--- config.mk ---
export PLATFORM = sky130hd
export DESIGN_NAME = clock_set_ctrl_flat
export DESIGN_NICKNAME = d
export VERILOG_FILES = /design/src/rtl/clock_set_ctrl_if.sv /design/src/rtl/clock_set_ctrl.sv /design/src/flat_wrapper.sv
export SDC_FILE = /design/constraint.sdc
export NUM_CORES = 1
export LEC_CHECK = 0
export ABC_AREA = 1
export CAP_MARGIN = 20
export CORE_MARGIN = 2
export CORE_UTILIZATION = 54
export CTS_CLUSTER_SIZE = 20
export DETAILED_ROUTE_END_ITERATION = 12
export PLACE_DENSITY_LB_ADDON = 0.12
export SLEW_MARGIN = 10
export SYNTH_ARGS = -nofsm -noshare
export SYNTH_HDL_FRONTEND = slang
export SYNTH_SLANG_ARGS = --single-unit
--- constraint.sdc ---
create_clock -name clk -period 1.8 [get_ports clk]
set_input_delay 0.18 -clock clk [delete_from_list [all_inputs] [get_ports clk]]
set_output_delay 0.18 -clock clk [all_outputs]
set_load 0.01 [all_outputs]
--- src/rtl/clock_set_ctrl_if.sv ---
`default_nettype none
// ============================================================================
// Module      : clock_set_ctrl_if
// Description : Signal bundle between the clock-set sequencer and the
//               surrounding digital-clock datapath (tick, buttons, terminal
//               counts in; counter enables and display controls out).
// Revision    : 1.0  initial release
// ============================================================================
interface clock_set_ctrl_if;
  logic       tick_1hz;
  logic       btn_mode;
  logic       btn_up;
  logic       sec_tc;
  logic       min_tc;
  logic       sec_en;
  logic       min_en;
  logic       hour_en;
  logic       sec_clr;
  logic [1:0] mode;
  logic [2:0] blink_sel;
  logic       blink_phase;

  // Datapath / stimulus side
  modport master (
    output tick_1hz, btn_mode, btn_up, sec_tc, min_tc,
    input  sec_en, min_en, hour_en, sec_clr, mode, blink_sel, blink_phase
  );

  // Sequencer side
  modport slave (
    input  tick_1hz, btn_mode, btn_up, sec_tc, min_tc,
    output sec_en, min_en, hour_en, sec_clr, mode, blink_sel, blink_phase
  );
endinterface
`default_nettype wire

--- src/rtl/clock_set_ctrl.sv ---
`default_nettype none
// ============================================================================
// Module      : clock_set_ctrl
// Description : Digital-clock sequencer. Cascades the 1 Hz tick into
//               sec/min/hour enables in RUN; in the SET modes it freezes
//               time, steps the selected field from the up button with
//               auto-repeat, drives field blink and times out back to RUN.
// Revision    : 1.0  initial release
// ============================================================================
module clock_set_ctrl #(
  parameter int REPEAT_DLY = 25000000,
  parameter int REPEAT_PER = 5000000,
  parameter int TIMEOUT_S  = 10,
  parameter int CNT_W      = 25
) (
  input logic             clk,
  input logic             clr,
  clock_set_ctrl_if.slave bus
);

  localparam int              TO_W    = $clog2(TIMEOUT_S + 1);
  localparam logic [CNT_W-1:0] DLY_V   = CNT_W'(REPEAT_DLY);
  localparam logic [CNT_W-1:0] PER_V   = CNT_W'(REPEAT_PER);
  localparam logic [CNT_W-1:0] CNT_ONE = CNT_W'(1);
  localparam logic [TO_W-1:0]  TO_LAST = TO_W'(TIMEOUT_S - 1);
  localparam logic [TO_W-1:0]  TO_ONE  = TO_W'(1);

  // Encoding doubles as the mode output value
  typedef enum logic [1:0] {
    RUN      = 2'b00,
    SET_HOUR = 2'b01,
    SET_MIN  = 2'b10,
    SET_SEC  = 2'b11
  } state_t;

  state_t           state, state_next;
  logic [2:0]       mode_sync, up_sync;   // [0] first flop, [1] synced, [2] edge history
  logic [CNT_W-1:0] hold_cnt, hold_next;  // non-zero means an up press is armed for repeat
  logic             rep_first, first_next; // waiting for the initial (long) repeat delay
  logic [TO_W-1:0]  to_cnt, to_next;
  logic             sec_en_q, min_en_q, hour_en_q, sec_clr_q, phase_q;
  logic             sec_en_next, min_en_next, hour_en_next, sec_clr_next, phase_next;
  logic [2:0]       blink_q, blink_next;
  logic             mode_rise, up_rise, up_lvl, rep_step, step;

  assign mode_rise = mode_sync[1] & ~mode_sync[2];
  assign up_rise   = up_sync[1] & ~up_sync[2];
  assign up_lvl    = up_sync[1];

  // Bring the asynchronous buttons into the clk domain and keep one bit of history
  always_ff @(posedge clk or posedge clr) begin
    if (clr) begin
      mode_sync <= 3'b000;
      up_sync   <= 3'b000;
    end else begin
      mode_sync <= {mode_sync[1:0], bus.btn_mode};
      up_sync   <= {up_sync[1:0], bus.btn_up};
    end
  end

  // Next-state, repeat engine, timeout and registered-output decode
  always_comb begin
    state_next   = state;
    sec_en_next  = 1'b0;
    min_en_next  = 1'b0;
    hour_en_next = 1'b0;
    sec_clr_next = 1'b0;
    phase_next   = phase_q;
    to_next      = to_cnt;
    hold_next    = '0;
    first_next   = 1'b0;
    rep_step     = 1'b0;
    blink_next   = 3'b000;

    // Auto-repeat only in the hour/min set modes; a mode press disarms it
    if ((state == SET_HOUR || state == SET_MIN) && !mode_rise) begin
      if (up_rise) begin
        hold_next  = CNT_ONE;
        first_next = 1'b1;
      end else if (up_lvl && hold_cnt != '0) begin
        if (hold_cnt == (rep_first ? DLY_V : PER_V)) begin
          rep_step  = 1'b1;
          hold_next = CNT_ONE;
        end else begin
          hold_next  = hold_cnt + CNT_ONE;
          first_next = rep_first;
        end
      end
    end

    // A mode press in the same cycle swallows any up step
    step = (up_rise | rep_step) & ~mode_rise;

    case (state)
      RUN: begin
        sec_en_next  = bus.tick_1hz;
        min_en_next  = bus.tick_1hz & bus.sec_tc;
        hour_en_next = bus.tick_1hz & bus.sec_tc & bus.min_tc;
        phase_next   = 1'b0;
        to_next      = '0;
        if (mode_rise) state_next = SET_HOUR;
      end
      default: begin
        if (mode_rise) begin
          case (state)
            SET_HOUR: state_next = SET_MIN;
            SET_MIN:  state_next = SET_SEC;
            default:  state_next = RUN;
          endcase
          phase_next = 1'b0;
          to_next    = '0;
        end else begin
          if (bus.tick_1hz) phase_next = ~phase_q;
          if (step) begin
            to_next      = '0;
            hour_en_next = (state == SET_HOUR);
            min_en_next  = (state == SET_MIN);
            sec_clr_next = (state == SET_SEC);
          end else if (bus.tick_1hz) begin
            if (to_cnt == TO_LAST) begin
              state_next = RUN;
              to_next    = '0;
              phase_next = 1'b0;
              hold_next  = '0;
              first_next = 1'b0;
            end else begin
              to_next = to_cnt + TO_ONE;
            end
          end
        end
      end
    endcase

    case (state_next)
      SET_HOUR: blink_next = 3'b100;
      SET_MIN:  blink_next = 3'b010;
      SET_SEC:  blink_next = 3'b001;
      default:  blink_next = 3'b000;
    endcase
  end

  // State and output registers
  always_ff @(posedge clk or posedge clr) begin
    if (clr) begin
      state     <= RUN;
      hold_cnt  <= '0;
      rep_first <= 1'b0;
      to_cnt    <= '0;
      sec_en_q  <= 1'b0;
      min_en_q  <= 1'b0;
      hour_en_q <= 1'b0;
      sec_clr_q <= 1'b0;
      phase_q   <= 1'b0;
      blink_q   <= 3'b000;
    end else begin
      state     <= state_next;
      hold_cnt  <= hold_next;
      rep_first <= first_next;
      to_cnt    <= to_next;
      sec_en_q  <= sec_en_next;
      min_en_q  <= min_en_next;
      hour_en_q <= hour_en_next;
      sec_clr_q <= sec_clr_next;
      phase_q   <= phase_next;
      blink_q   <= blink_next;
    end
  end

  assign bus.sec_en      = sec_en_q;
  assign bus.min_en      = min_en_q;
  assign bus.hour_en     = hour_en_q;
  assign bus.sec_clr     = sec_clr_q;
  assign bus.mode        = state;
  assign bus.blink_sel   = blink_q;
  assign bus.blink_phase = phase_q;

endmodule
`default_nettype wire

--- src/flat_wrapper.sv ---
// flat-port wrapper written by rule: the top's interface ports become plain ports
module clock_set_ctrl_flat 
#(
  parameter int REPEAT_DLY = 25000000,
  parameter int REPEAT_PER = 5000000,
  parameter int TIMEOUT_S  = 10,
  parameter int CNT_W      = 25
)
  (clk, clr, bus_tick_1hz, bus_btn_mode, bus_btn_up, bus_sec_tc, bus_min_tc, bus_sec_en, bus_min_en, bus_hour_en, bus_sec_clr, bus_mode, bus_blink_sel, bus_blink_phase);
  clock_set_ctrl_if bus_i ();
  input logic clk;
  input logic clr;
  input wire logic [$bits(bus_i.tick_1hz)-1:0] bus_tick_1hz;
  input wire logic [$bits(bus_i.btn_mode)-1:0] bus_btn_mode;
  input wire logic [$bits(bus_i.btn_up)-1:0] bus_btn_up;
  input wire logic [$bits(bus_i.sec_tc)-1:0] bus_sec_tc;
  input wire logic [$bits(bus_i.min_tc)-1:0] bus_min_tc;
  output wire logic [$bits(bus_i.sec_en)-1:0] bus_sec_en;
  output wire logic [$bits(bus_i.min_en)-1:0] bus_min_en;
  output wire logic [$bits(bus_i.hour_en)-1:0] bus_hour_en;
  output wire logic [$bits(bus_i.sec_clr)-1:0] bus_sec_clr;
  output wire logic [$bits(bus_i.mode)-1:0] bus_mode;
  output wire logic [$bits(bus_i.blink_sel)-1:0] bus_blink_sel;
  output wire logic [$bits(bus_i.blink_phase)-1:0] bus_blink_phase;
  assign bus_i.tick_1hz = bus_tick_1hz;
  assign bus_i.btn_mode = bus_btn_mode;
  assign bus_i.btn_up = bus_btn_up;
  assign bus_i.sec_tc = bus_sec_tc;
  assign bus_i.min_tc = bus_min_tc;
  assign bus_sec_en = bus_i.sec_en;
  assign bus_min_en = bus_i.min_en;
  assign bus_hour_en = bus_i.hour_en;
  assign bus_sec_clr = bus_i.sec_clr;
  assign bus_mode = bus_i.mode;
  assign bus_blink_sel = bus_i.blink_sel;
  assign bus_blink_phase = bus_i.blink_phase;
  clock_set_ctrl #(.REPEAT_DLY(REPEAT_DLY), .REPEAT_PER(REPEAT_PER), .TIMEOUT_S(TIMEOUT_S), .CNT_W(CNT_W)) u_core (.clk(clk), .clr(clr), .bus(bus_i));
endmodule
Word-level counts from Yosys, hierarchy flattened
Index checks and enable logic that the tools add are counted.
- flip-flop bits (word level): 46
- input port bits: 7
- output and inout port bits: 10
- logic and storage cells: 91
- $add $sub $neg: 2
- eq/ne operators: 8
- mux-type cells: 52
- bitwise gates (word level): 10
- reduce and logical (&&, ||, !) cells: 7
- operator list (kind ; number):
    25-bit two-way mux ; 10
    1-bit two-way mux ; 29
    25-bit by 1-bit adder with 25-bit output, second input constant ; 1
    25-bit == test ; 1
    25-bit nonzero test ; 1
    4-bit two-way mux ; 5
    2-bit two-way mux ; 6
    3-bit one-hot mux with 3 select lines ; 1
    2-bit == test, second input constant ; 4
    1-bit AND ; 5
    4-bit by 1-bit adder with 4-bit output, second input constant ; 1
    2-bit by 1-bit == test with 1-bit output, second input constant ; 2
    4-bit == test, second input constant ; 1
    1-bit inverter ; 4
    2-bit one-hot mux with 2 select lines ; 1
    4-bit nonzero test ; 1
    1-bit logical AND ; 2
    2-bit zero test ; 1
    1-bit zero test ; 1
    1-bit logical OR ; 1
    1-bit OR ; 1

Depth between registers and ports, before layout
- word-level depth: 13
- gate-level depth with buffers: 15

Worst setup path before layout
Ideal clock, no wire load.
- path kind: register to register
- start point: register u_core.state[0], in the netlist u_core.bus.mode[0]
- end point: register u_core.hold_cnt[17]
- setup time: 0.068 ns
- arrival: 1.946 ns
- required time: 1.732 ns
- path slack: -0.214 ns
- cell stages (with the launch flop): 12
- path buffers: 1
- clock period less this slack: 2.014 ns
- cell sequence: dfrtp_1 -> inv_1 -> ha_1 -> inv_1 -> nor2_1 -> nand2_1 -> nor2_4 -> nand2_2 -> a31oi_4 -> nand2_8 -> buf_12 -> nor2_4
- cells in the longest elaborated chain, start to end: 9
- elaborated cells on any way between the ends: 14
- those cells by class: eq/ne (2); mux (7); bitwise (2); reduce/logical (3)
- RTL lines (item ; RTL line ; RTL):
    start: declaration ; clock_set_ctrl.sv:36 ; state_t state, state_next;
    start signal: assignment ; clock_set_ctrl.sv:156 ; state <= state_next;
    2-bit by 1-bit == test with 1-bit output or 2-bit == test (tied branches) ; clock_set_ctrl.sv:76 ; if ((state == SET_HOUR || state == SET_MIN) && !mode_rise) begin
    1-bit logical OR ; clock_set_ctrl.sv:76 ;
    1-bit logical AND ; clock_set_ctrl.sv:76 ;
    25-bit two-way mux or 1-bit two-way mux (tied branches) ; clock_set_ctrl.sv:76 ;
    25-bit two-way mux or 1-bit OR (tied branches) ; clock_set_ctrl.sv:120, clock_set_ctrl.sv:92 ;
    25-bit two-way mux or 1-bit AND (tied branches) ; clock_set_ctrl.sv:119, clock_set_ctrl.sv:92 ;
    25-bit two-way mux ; clock_set_ctrl.sv:114 ; if (step) begin
    25-bit two-way mux ; clock_set_ctrl.sv:104 ; if (mode_rise) begin
    25-bit two-way mux (*) ; clock_set_ctrl.sv:94 ; case (state)
    via u_core.hold_next[17] ; clock_set_ctrl.sv:38 ; logic [CNT_W-1:0] hold_cnt, hold_next;
    end signal: assignment ; clock_set_ctrl.sv:157 ; hold_cnt <= hold_next;
    end: declaration ; clock_set_ctrl.sv:38 ;
The timed path passes the listed nets; every way through them passes the cells marked *.
A chain may end at the register's enable or synchronous reset.

Worst setup path after layout
- start point: register u_core.to_cnt[1]
- end point: register u_core.hold_cnt[3]
- cells in the longest elaborated chain, start to end: 6
- RTL lines (item ; RTL line ; RTL):
    start: declaration ; clock_set_ctrl.sv:40 ; logic [TO_W-1:0] to_cnt, to_next;
    start signal: assignment ; clock_set_ctrl.sv:159 ; to_cnt <= to_next;
    4-bit == test ; clock_set_ctrl.sv:120 ; if (to_cnt == TO_LAST) begin
    25-bit two-way mux ; clock_set_ctrl.sv:120 ;
    25-bit two-way mux ; clock_set_ctrl.sv:119 ; end else if (bus.tick_1hz) begin
    25-bit two-way mux ; clock_set_ctrl.sv:114 ;
    25-bit two-way mux ; clock_set_ctrl.sv:104 ;
    25-bit two-way mux ; clock_set_ctrl.sv:94 ;
    via u_core.hold_next[3] ; clock_set_ctrl.sv:38 ;
The timed path passes the listed nets, and every way through them passes these cells.

==> results by group <==
Floorplanning
  – Die H: 77.0 µm
  – Die width: 77.0 µm
  – # rows: 26
  – Die ar.: 5920 µm²
  – IO Count: 17
  – Core area: 5110 µm²
  – Initial core utilization: 56.3%

Run status
  – Status: complete, but fails checks
  – Failing checks: negative setup slack

Yosys
  – Mapped Nets: 369
  – FF+latch count, synth: 46
  – Top-count cell post-synth: nand2_1
  – Synthesized area per cell: 8.14 µm²
  – XOR/XNOR share of the synthesized area: 4.27%
  – Mapped Cells: 353
  – Post-synth top area cell: dfrtp_1
  – Yosys cell types: 32
  – Post-synthesis mux area share: 0%
  – Synth Area in Compound Gates: 5.01%
  – Post-synth top area share: 40.1%
  – Post-Synthesis Cell Area: 2870 µm²
  – EDFF count, synth: 0
  – Ys async rst share: 100%
  – Main flop type after synthesis: dfrtp_1
  – Synth top cells by count: 72 x nand2_1, 50 x inv_1, 46 x dfrtp_1, 42 x nor2_1, 21 x nand3_1
  – Largest family of logic cells by synthesized area: simple AND/OR/NAND/NOR gates
  – Post-Synth Adder-Cell Area: 3.92%
  – Post-synthesis sequential area ratio: 40.1%
  – YS warnings: 0
  – Post-Synth Simple-Gate Area: 38.6%
  – Synth top area cells: dfrtp_1 40%, nand2_1 9.4%, nor2_4 6.7%

Critical path
  – WP data arrival: 2.11 ns
  – Worst Path Required: 1.99 ns
  – Crit end category: flop
  – Crit Path Category: flop to flop
  – Startpoint Class: flop
  – CP Max Fanout: 7
  – R2R depth: 12

GRT
  – Largest net degree at the start of global routing: 34
  – Initial antenna violation count: 0
  – GRT Overall Usage: 27.6%
  – Vias in the first global route: 2708
  – First-pass GRT wire length: 12.9 mm
  – Grt ovf: 0

STA
  – Worst Skew: 0.00914 ns
  – Fin. max-slew vios: 0
  – Final Hold Viols: 0
  – Fmax: 523 MHz
  – Hold WS: 0.144 ns
  – Final setup vio count: 29
  – RSZ-0062 raised after global routing: true
  – Final worst setup slack: -0.114 ns
  – Final period utilization: 106%
  – Rel. slew slack: 76.2%
  – Final Critical Period: 1.91 ns
  – Worst slew pin tran: 0.353 ns

Final layout
  – Multi-input logic area: 1720 µm²
  – Layout cell share with drive strength beyond 1: 40.6%
  – N_diodes: 0
  – Fill count: 335
  – P&R area growth vs syn: 43.1%
  – Layout Nets: 476
  – Flip-flop and latch area: 1150 µm²

Clocking
  – CTS Buf Count: 5
  – CTS tree: done
  – CTS Sinks: 46
  – Clk Tree Root Cell: clkbuf_8
  – H-tree depth: 2
  – Clock-pin slew on the worst setup and hold paths: 0.10 ns
  – Worst skew pair latency: 0.30 ns
  – Max Root-Sink Buffers: 2

Placed design
  – Buffers on Ports: 16
  – Pre-CTS WS: -0.189 ns
  – DPL Wire Length: 5.61 mm
  – Routability cong.: 0.995

Flow run
  – Max Cap Viol: 0

Route
  – First-pass iteration count of the detailed router: 5
  – DR vias: 2895
  – Detail Route Antenna Nets: 0
  – Final WL: 8.22 mm
  – WL/cell: 15.5 µm
  – Vias per cell: 5.45
  – Iter 0 DRT Violations: 311
  – Drt drc: 0

Power
  – Sequential Power Share: 37.3%
  – Power share of the clock group: 24.4%
  – Leakage: 1.95 nW
  – Sw power: 0.00111 W
  – VDD IR-drop max: 0.000669 V
  – Sw Share: 33.8%
  – Part of the power in combinational logic: 38.3%
  – Pwr dens: 802 nW/µm²
  – Power Internal: 0.00218 W

Min path
  – Worst Hold Class: input pin to async pin
## power groups by stage
stage | Sequential, W | Combinational, W | Clock, W
6_report | 0.00123 | 0.00126 | 0.000805
5_1_grt | 0.00125 | 0.00137 | 0.000844
4_1_cts | 0.00123 | 0.00117 | 0.000804
3_5_place_dp | 0.00125 | 0.00106 | 0
3_3_place_gp | 0.00124 | 0.00104 | 0
2_1_floorplan | 0.00130 | 0.000506 | 0
## layout by cell type, fill, tap and decap left out, types with 10 or more instances in the layout
master	netlist	routed
nand3_1	21	18
nor3_1	19	16
nor2_4	17	24
xor2_1	11	10
nand2_2	7	16
inv_2	4	12
inv_1	50	42
clkdlybuf4s50_1	0	16
nor2_1	42	29
nor2_2	5	11
nand2_1	72	60
nand4_1	12	12
dfrtp_1	46	43
buf_4	0	77
## critical path, stage by stage, from the launching register on
cell and delay [ns]:
dfrtp_1 0.42, inv_1 0.07, ha_1 0.15, nand2_1 0.09, nor2_2 0.17, inv_1 0.07, nor2_2 0.15, inv_2 0.07
nor2_4 0.21, nand2_8 0.13, buf_6 0.14, nand4_1 0.08, inv_1 0.05
## registers in the layout (all words and copies together), names as in the netlist, 2 cells and up
signal and count:
u_core.up_sync 3, u_core.mode_sync 3, u_core.hold_cnt 25, u_core.bus.mode 2
u_core.to_cnt 4, u_core.bus.blink_sel 3
## cell type report
| type | count | share of cell area [%] |
|---|---|---|
| Multi-Input combinational cell | 252 | 41.8 |
| Sequential cell | 46 | 28.1 |
| Inverter | 54 | 4.93 |
| Clock buffer | 5 | 1.67 |
| Timing Repair Buffer | 101 | 20.4 |
| Clock inverter | 3 | 1.06 |
| Tap cell | 70 | 2.13 |
## metrics by stage
stage                     TNS (ns)  instance area, µm²  utilization (%)  power, W  instances
after floorplan             -0.460                2890                -   0.00180        353
after global routing         -4.66                4110             80.5   0.00346        531
after detailed placement     -3.47                3620             70.8   0.00231        503
final                        -1.49                4110             80.5   0.00330        531
after global placement      -0.968                3620             70.8   0.00227        503
after CTS                   -0.376                3910             76.5   0.00320        520
## cells by family after synthesis
logic type | Yosys count
adder cells (fa/ha/maj) | 9
buffers and inverters | 56
AO/OA/AOI/OAI | 22
AND/OR/NAND/NOR | 206
flip-flops | 46
XOR/XNOR | 14
## what timing repair did
action                                  CTS  global route
setup buffers                             8            11
cloned                                    1             0
gates resized for setup                  32            35
pin swaps                                14            22
hold buffers                              0             0
endpoints found under the setup margin   33            36
## final timing paths
check,startpoint,to,slack [ns]
worst min-delay path,clr,u_core.hold_cnt[12],0.14
max in group asynchronous,clr,u_core.hold_cnt[3],1.16
worst min register to register,u_core.mode_sync[0],u_core.mode_sync[1],0.36
min in group clk,bus_btn_mode,u_core.mode_sync[0],0.32
worst max-delay path,u_core.to_cnt[1],u_core.hold_cnt[3],-0.11
worst max register to register,u_core.to_cnt[1],u_core.hold_cnt[3],-0.11
## per-layer routing
metal  wire length (µm)  track usage (%)  vias up
met2               3990             45.1      143
met3                578             4.00       22
met1               3500             38.1     1393
li1                   -                -     1337
met5                  0                0        -
met4                157             8.00        0
Note: power is estimated with default switching activity, not from simulation.
